**src/rtl/alu_issue_arbiter.sv**
```systemverilog
// alu_issue_arbiter: shares one external 16-bit ALU between two requesters.
// Round-robin grant, registered operands, single- or multi-cycle execution,
// and a response channel tagged with the owning requester id.
module alu_issue_arbiter #(
  parameter int DATA_W     = 16,
  parameter int MUL_CYCLES = 4
) (
  input  logic              clk,
  input  logic              rst_n,
  input  logic [1:0]        req_valid,
  output logic [1:0]        req_ready,
  input  logic [DATA_W-1:0] req0_a,
  input  logic [DATA_W-1:0] req0_b,
  input  logic [3:0]        req0_op,
  input  logic [DATA_W-1:0] req1_a,
  input  logic [DATA_W-1:0] req1_b,
  input  logic [3:0]        req1_op,
  output logic              rsp_valid,
  input  logic [1:0]        rsp_ready,
  output logic              rsp_id,
  output logic [DATA_W-1:0] rsp_result,
  output logic [3:0]        rsp_flags,
  output logic              rsp_illegal,
  output logic [DATA_W-1:0] alu_a,
  output logic [DATA_W-1:0] alu_b,
  output logic [3:0]        alu_ctrl,
  input  logic [DATA_W-1:0] alu_result,
  input  logic              alu_zero,
  input  logic              alu_ovf,
  input  logic              alu_carry,
  input  logic              alu_neg,
  output logic              busy
);

  localparam logic [3:0] OP_NOP = 4'b0000;
  localparam logic [3:0] OP_MUL = 4'b1000;
  // Counter holds MUL_CYCLES-1 at most; keep it at least one bit wide.
  localparam int CNT_W = (MUL_CYCLES > 1) ? $clog2(MUL_CYCLES) : 1;

  typedef enum logic [1:0] {
    ST_IDLE = 2'd0,
    ST_EXEC = 2'd1,
    ST_RESP = 2'd2
  } state_t;

  // Any encoding above MUL has no ALU meaning.
  function automatic logic f_op_illegal(input logic [3:0] op);
    return (op > OP_MUL);
  endfunction

  state_t            r_state;
  state_t            w_state_nxt;
  logic              r_last_grant;
  logic [CNT_W-1:0]  r_count;
  logic [DATA_W-1:0] r_alu_a;
  logic [DATA_W-1:0] r_alu_b;
  logic [3:0]        r_alu_ctrl;
  logic              r_op_illegal;
  logic              r_rsp_valid;
  logic              r_rsp_id;
  logic [DATA_W-1:0] r_rsp_result;
  logic [3:0]        r_rsp_flags;
  logic              r_rsp_illegal;
  logic              r_busy;

  logic              w_grant;
  logic              w_accept;
  logic [1:0]        w_req_ready;
  logic [DATA_W-1:0] w_sel_a;
  logic [DATA_W-1:0] w_sel_b;
  logic [3:0]        w_sel_op;

  assign w_sel_a  = w_grant ? req1_a  : req0_a;
  assign w_sel_b  = w_grant ? req1_b  : req0_b;
  assign w_sel_op = w_grant ? req1_op : req0_op;

  // Next-state, round-robin grant and combinational request accept.
  always_comb begin
    w_state_nxt = r_state;
    w_grant     = 1'b0;
    w_accept    = 1'b0;
    w_req_ready = 2'b00;
    case (r_state)
      ST_IDLE: begin
        case (req_valid)
          2'b01:   w_grant = 1'b0;
          2'b10:   w_grant = 1'b1;
          2'b11:   w_grant = ~r_last_grant;
          default: w_grant = 1'b0;
        endcase
        if (req_valid != 2'b00) begin
          w_accept    = 1'b1;
          w_req_ready = w_grant ? 2'b10 : 2'b01;
          w_state_nxt = ST_EXEC;
        end else begin
          w_state_nxt = ST_IDLE;
        end
      end
      ST_EXEC: begin
        if (r_count != CNT_W'(0)) begin
          w_state_nxt = ST_EXEC;
        end else begin
          w_state_nxt = ST_RESP;
        end
      end
      ST_RESP: begin
        // Only the owner's ready bit completes the response.
        if (rsp_ready[r_rsp_id]) begin
          w_state_nxt = ST_IDLE;
        end else begin
          w_state_nxt = ST_RESP;
        end
      end
      default: begin
        w_state_nxt = ST_IDLE;
      end
    endcase
  end

  // State register.
  always_ff @(posedge clk or negedge rst_n) begin
    if (!rst_n) begin
      r_state <= ST_IDLE;
    end else begin
      r_state <= w_state_nxt;
    end
  end

  // Operand latch, execution counter, result capture and response bookkeeping.
  always_ff @(posedge clk or negedge rst_n) begin
    if (!rst_n) begin
      r_last_grant  <= 1'b1;
      r_count       <= CNT_W'(0);
      r_alu_a       <= {DATA_W{1'b0}};
      r_alu_b       <= {DATA_W{1'b0}};
      r_alu_ctrl    <= OP_NOP;
      r_op_illegal  <= 1'b0;
      r_rsp_valid   <= 1'b0;
      r_rsp_id      <= 1'b0;
      r_rsp_result  <= {DATA_W{1'b0}};
      r_rsp_flags   <= 4'b0000;
      r_rsp_illegal <= 1'b0;
      r_busy        <= 1'b0;
    end else begin
      case (r_state)
        ST_IDLE: begin
          if (w_accept) begin
            r_alu_a      <= w_sel_a;
            r_alu_b      <= w_sel_b;
            r_op_illegal <= f_op_illegal(w_sel_op);
            // Illegal opcodes drive the ALU with NOP for the whole EXEC phase.
            r_alu_ctrl   <= f_op_illegal(w_sel_op) ? OP_NOP : w_sel_op;
            r_rsp_id     <= w_grant;
            r_last_grant <= w_grant;
            r_count      <= (w_sel_op == OP_MUL) ? CNT_W'(MUL_CYCLES - 1) : CNT_W'(0);
            r_busy       <= 1'b1;
          end
        end
        ST_EXEC: begin
          if (r_count != CNT_W'(0)) begin
            r_count <= r_count - CNT_W'(1);
          end else begin
            r_rsp_result  <= alu_result;
            r_rsp_flags   <= {alu_ovf, alu_carry, alu_neg, alu_zero};
            r_rsp_illegal <= r_op_illegal;
            r_rsp_valid   <= 1'b1;
            r_alu_ctrl    <= OP_NOP;
          end
        end
        ST_RESP: begin
          if (rsp_ready[r_rsp_id]) begin
            r_rsp_valid <= 1'b0;
            r_busy      <= 1'b0;
          end
        end
        default: begin
          r_rsp_valid <= 1'b0;
          r_busy      <= 1'b0;
        end
      endcase
    end
  end

  assign req_ready   = w_req_ready;
  assign rsp_valid   = r_rsp_valid;
  assign rsp_id      = r_rsp_id;
  assign rsp_result  = r_rsp_result;
  assign rsp_flags   = r_rsp_flags;
  assign rsp_illegal = r_rsp_illegal;
  assign alu_a       = r_alu_a;
  assign alu_b       = r_alu_b;
  assign alu_ctrl    = r_alu_ctrl;
  assign busy        = r_busy;

endmodule

```
**config.mk**
```make
export PLATFORM = sky130hd
export DESIGN_NAME = alu_issue_arbiter
export DESIGN_NICKNAME = d
export VERILOG_FILES = /design/src/rtl/alu_issue_arbiter.sv
export SDC_FILE = /design/constraint.sdc
export NUM_CORES = 1
export LEC_CHECK = 0
export CORE_ASPECT_RATIO = 0.75
export CORE_UTILIZATION = 38
export DETAILED_ROUTE_END_ITERATION = 8
export HOLD_SLACK_MARGIN = 0.03
export PLACE_DENSITY_LB_ADDON = 0.12
export SETUP_SLACK_MARGIN = 0.15
export SYNTH_ARGS = -nofsm -noshare
export SYNTH_HDL_FRONTEND = slang
export SYNTH_SLANG_ARGS = --single-unit
```
**constraint.sdc**
```tcl
create_clock -name clk -period 2.4 [get_ports clk]
set_clock_uncertainty 0.2 [all_clocks]
set_input_delay 0.72 -clock clk [delete_from_list [all_inputs] [get_ports clk]]
set_output_delay 0.72 -clock clk [all_outputs]
set_load 0.005 [all_outputs]
```
==> flow_metrics.tcl, run 1 <==
set metrics [dict create \
    maxCapViolCount 0 \
    antenna_found_initial 0 \
    post-route-min-period_ns 2.25 \
    rsz0062_at_grt "yes" \
    cts_inserted_buffers 9 \
    firstDrtPassIters 4 \
    portBuffers 159 \
    register_area_mm2 0.00165 \
    syn_nets 357 \
    setup_violations 0 \
    cts_root_buf "clkbuf_8" \
    stdcell_count 524 \
    netlist_area_mm2 0.00286 \
    ys_seq_area_frac 0.578 \
    grt_overflow 0 \
    routed_wl_um 7810 \
    cts_tree "done" \
    grt_pass1_vias 2561 \
    tightestPinTransition_ns 0.597 \
    tns_ns 0 \
    hold_class "input port to async pin" \
    worstRegToRegCells 5 \
    cts.path.max_buffers 2 \
    globalplace.congestion 0.794 \
    critPathKind "input port to output pin" \
    power_density_mw_per_mm2 1160 \
    die_area_mm2 0.00788 \
    yosys_register_bits 66 \
    fin_nets 521 \
    r2r_start "r_state[1]" \
    utilization 0.685 \
    wire_per_inst_um 14.9 \
    rows 26 \
    final_cell_area_mm2 0.00481 \
    dp.cells 509 \
    htree_levels 3 \
    grt_max_degree 63 \
    hpwlAfterDp_um 5950 \
    synth_cell_type_count 36 \
    viasPerCell 4.84 \
    diodes 0 \
    leakagePower_nw 2.02 \
    timing_hold_violations_final 0 \
    dpl-instance-area_mm2 0.00460 \
    die_y_um 77.1 \
    clkSinkCount 66 \
    multiInputGateArea_mm2 0.00110 \
    yosys_warnings 0 \
    cp.required_ns 1.48 \
    finalCritPeriodShare 0.939 \
    clk_pin_slew_ns 0.07 \
    start_util 0.407 \
    crit_start "req_valid[0]" \
    maxSlewHeadroom 0.601 \
    synth_cells 258 \
    initialDrtViolationCount 73 \
    crit_path_start_kind "input port" \
    post_synth.cell_area_avg_um2 11.1 \
    die_width_um 102 \
    grt_pass1_wl_um 12700 \
    vias 2537 \
    syn2layout_area_growth_pct 68.2 \
    vdd_drop_max_uv 760 \
    drive_gt1_frac 0.153 \
    slew_violations 0 \
    fmax_mhz 444 \
    grtUsageTotal 0.210 \
    insertion_delay_ns 0.33 \
    ant_nets 0 \
    outcome "finished, final reports clean" \
    io_pins 160 \
    core_mm2 0.00703 \
    remaining_drc_errors 0 \
    worstPathMaxFanout 3 \
    end_kind "output pin" \
    worstPathArrival_ns 1.33 \
    fillers 558 \
]
==> logic make-up after synthesis <==
kind of cell	after synthesis	synth area share
fa+ha+maj	1	0.00437
simple gates	53	0.0879
buf+inv	23	0.0429
flops	66	0.578
compound gates	88	0.183
mux	27	0.104
==> layout by cell type (no fill, tap or decap), types with 2 or more instances in the layout <==
master           synthesis  final
buf_12                   0      3
mux2i_1                  5      5
a21o_1                   2      2
nand2b_1                 2      2
clkdlybuf4s50_1          0    154
buf_2                    7      2
clkbuf_8                 0     12
o21ai_1                 13     12
nand3_1                  4      4
dfrtp_1                 65     64
buf_4                    3      9
inv_1                    5      5
a21oi_1                  8      8
nor2_1                   4      3
a31oi_1                  3      3
o21ai_0                 24     24
mux2_2                  22     22
nand2_1                 35     35
o22ai_1                 32     32
==> critical path: stages <==
cell             delay [ns]
clkdlybuf4s15_2        0.20
a21bo_4                0.23
nor2_8                 0.08
buf_6                  0.09
==> final timing paths <==
| check | to | slack, ns |
|---|---|---|
| setup / recovery | req_ready[1] | 0.15 |
| max in group asynchronous | r_last_grant | 1.25 |
| min in group clk | alu_b[7] | 0.28 |
| hold / removal | rsp_result[3] | 0.16 |
| hold reg to reg | alu_b[7] | 0.28 |
| setup reg to reg | r_count[0] | 0.40 |
==> sequential cells by signal (all words and copies together) (netlist names) <==
signal and cells:
rsp_illegal 1, r_op_illegal 1, r_last_grant 1, rsp_result 16, alu_ctrl 4, r_state 2, alu_b 16, alu_a 16
r_count 2, rsp_id 1, busy 1, rsp_flags 4, rsp_valid 1
==> where the power goes <==
| part | total [mW] | leakage (nW) | internal, mW | switching, mW |
|---|---|---|---|---|
| registers | 1.95 | 0.800 | 1.67 | 0.283 |
| clock network | 0.950 | 0.106 | 0.558 | 0.392 |
| logic | 2.66 | 1.12 | 1.60 | 1.06 |
| total | 5.56 | 2.02 | 3.83 | 1.73 |
==> layout make-up <==
cell class | count | share of cell area
Clock buffer | 13 | 0.0351
Clock inverter | 2 | 0.00728
Inverter | 5 | 0.00390
Multi-Input combinational cell | 169 | 0.230
Sequential cell | 66 | 0.344
Tap cell | 98 | 0.0255
Timing Repair Buffer | 171 | 0.355
==> metrics by stage <==
stage                     worst slack [ns]  power (mW)  hold WS [ns]
after global placement              -0.569        4.58         0.262
after floorplan                      0.191        3.15         0.224
after CTS                            0.127        5.63         0.165
after global routing                 0.117        5.97         0.186
final                                0.147        5.56         0.164
after detailed placement            -0.589        4.66         0.270
==> synthesized netlist by cell type, drive strengths merged <==
cell type,instances,share of area
dfstp,1,0.0092
ha,1,0.0044
mux2i,5,0.017
a21bo,1,0.0035
o31a,1,0.0031
a21o,2,0.0052
buf,14,0.031
o22ai,32,0.070
nand3b,1,0.0026
nand2b,2,0.0044
dfrtp,65,0.57
o31ai,1,0.0044
o21ai,38,0.068
mux2,22,0.087
or4b,1,0.0035
clkbuf,4,0.0057
or2,1,0.0031
inv,5,0.0066
or3b,1,0.0031
a21boi,1,0.0026
nor3,1,0.0017
nor2b,1,0.0022
nand2,36,0.048
a31oi,3,0.0066
nand3,4,0.0070
a21oi,8,0.014
o41ai,1,0.0057
nor2,5,0.012
==> routing by layer <==
| metal | share of wire | global-route usage |
|---|---|---|
| met1 | 0.43 | 0.264 |
| met2 | 0.48 | 0.348 |
| met3 | 0.073 | 0.0602 |
| met4 | 0.0093 | 0.0657 |
| met5 | 0 | 0 |
==> what timing repair did <==
item	4_1_cts	5_1_grt
pin swaps	1	2
gates resized for setup	15	4
cloned	0	0
endpoints found under the hold margin	0	0
hold buffers	0	0
setup endpoints to repair	10	2
buffers inserted	0	0
Note: power is estimated with default switching activity, not from simulation.
==> run 2, diff against run 1 <==
- PLACE_DENSITY: default -> 0.82
- PLACE_DENSITY_LB_ADDON: 0.12 -> default
==> flow_metrics.tcl, run 2 (same netlist as run 1, synthesis figures left out) <==
set metrics [dict create \
    outcome "finished, final reports clean" \
    critPathKind "input port to output pin" \
    dp_slack_ns -0.596 \
    crit_end "req_ready[1]" \
    setup_ws_ns 0.210 \
    layout_commonest_cell "clkdlybuf4s50_1" \
    dp.cells 508 \
    hold_class "input port to async pin" \
    worstRegToRegCells 6 \
    viasPerCell 4.87 \
    p_sw_mw 1.72 \
    cts.path.max_buffers 2 \
    fmax_mhz 457 \
    p_comb_frac 0.481 \
    initialDrtViolationCount 56 \
    grt_overflow 0 \
    cts_root_buf "clkbuf_8" \
    slew_violations 0 \
    mostFrequentLayoutCells "clkdlybuf4s50_1 (154), dfrtp_1 (64), nand2_1 (35)" \
    fin_nets 521 \
    start_util 0.407 \
    die_area_mm2 0.00788 \
    antenna_found_initial 0 \
    grt_pass1_wl_um 12100 \
    io_pins 160 \
    register_area_mm2 0.00165 \
    clkSinkCount 66 \
    htree_levels 3 \
    crit_path_start_kind "input port" \
    slowest_delay_ns 0.23 \
    cp.required_ns 1.48 \
    die_y_um 77.1 \
    r2r_slack_ns 0.36 \
    core_mm2 0.00703 \
    die_width_um 102 \
    maxCapViolCount 0 \
    rsz0062_at_grt "no" \
    grt_max_degree 67 \
    clk_pin_slew_ns 0.07 \
    crit_start "req_valid[0]" \
    hpwlAfterDp_um 5710 \
    worst_path_max_delay_cell "a21bo_4" \
    utilization 0.681 \
    worstPathMaxFanout 3 \
    multiInputGateArea_mm2 0.00111 \
    firstDrtPassIters 4 \
    crit_chain "buf_2 -> a21bo_4 -> nor2_8 -> buf_6" \
    diodes 0 \
    r2r_end "r_count[0]" \
    cts_inserted_buffers 9 \
    routed_wl_um 7720 \
    portBuffers 159 \
    finalCritPeriodShare 0.913 \
    remaining_drc_errors 0 \
    holdWs_ns 0.210 \
    grt_pass1_vias 2509 \
    worstPathArrival_ns 1.27 \
    maxSlewHeadroom 0.600 \
    drive_gt1_frac 0.155 \
    setup_violations 0 \
    grtUsageTotal 0.200 \
    rows 26 \
    r2r_start "r_state[0]" \
    seq_power_share 0.355 \
    vdd_drop_max_uv 635 \
    cts_tree "done" \
    leakagePower_nw 2.01 \
    insertion_delay_ns 0.32 \
    power_mw 5.51 \
    end_kind "output pin" \
    wire_per_inst_um 14.8 \
    post-route-min-period_ns 2.19 \
    clkPwrFrac 0.164 \
    hold_buffers 0 \
    stdcell_count 523 \
    syn2layout_area_growth_pct 67.2 \
    tightestPinTransition_ns 0.597 \
    globalplace.congestion 0.748 \
    fillers 545 \
    internal_power_mw 3.79 \
    power_density_mw_per_mm2 1150 \
    ant_nets 0 \
    vias 2547 \
    timing_hold_violations_final 0 \
    p_sw_frac 0.311 \
]
-- run 2: changes by cell type in the layout (fill, tap and decap cells not counted) --
cell,previous run,this run
a21oi_2,0,1
clkbuf_2,1,0
buf_2,2,4
buf_4,9,10
clkbuf_8,12,11
clkinv_2,1,2
buf_12,3,2
clkdlybuf4s15_2,1,0
clkbuf_1,1,0
a21oi_1,8,7
-- run 2: final cells by class --
cell class                      instances  share of cell area
Timing Repair Buffer                  171               0.353
Sequential cell                        66               0.346
Multi-Input combinational cell        169               0.232
Clock buffer                           11              0.0317
Tap cell                               98              0.0256
Clock inverter                          3             0.00837
Inverter                                5             0.00392
-- run 2: how the worst min path moves through the flow --
stage | end | slack, ns | depth (start not counted)
after floorplan | alu_a[0] | 0.22 | 0
after global placement | alu_a[13] | 0.26 | 2
after detailed placement | alu_a[6] | 0.27 | 2
after CTS | rsp_valid | 0.21 | 2
after global routing | alu_b[12] | 0.23 | 2
final | alu_b[12] | 0.21 | 2
-- run 2: power groups by stage --
stage / clock, mW / sequential, mW / combinational (mW)
floorplan: 0 / 2.00 / 1.15
global placement: 0 / 1.95 / 2.61
detailed placement: 0 / 1.98 / 2.67
CTS: 0.934 / 1.96 / 2.68
global route: 0.990 / 2.03 / 2.90
finish: 0.901 / 1.96 / 2.65
-- run 2: layer usage --
| metal | wire length, um | vias to the layer above | global-route usage |
|---|---|---|---|
| li1 | - | 1257 | - |
| met1 | 3270 | 1175 | 0.242 |
| met2 | 3630 | 103 | 0.330 |
| met3 | 648 | 12 | 0.0729 |
| met4 | 172 | 0 | 0.0600 |
| met5 | 0 | - | 0 |
-- run 2: critical path: cells and delay by family --
family | cells | cell delay [ns]
compound gates | 1 | 0.23
simple gates | 1 | 0.11
buf+inv | 2 | 0.21
-- run 2: per-stage QoR --
stage	area [um2]	TNS (ns)
3_5_place_dp	4580	-8.10
2_1_floorplan	2860	0
6_report	4780	0
4_1_cts	4770	0
3_3_place_gp	4580	-5.72
5_1_grt	4780	0
-- run 2: timing repair --
action	in CTS	in global routing
cloned	0	0
pin swaps	1	2
setup endpoints to repair	12	2
setup buffers	0	1
resized for setup	16	6
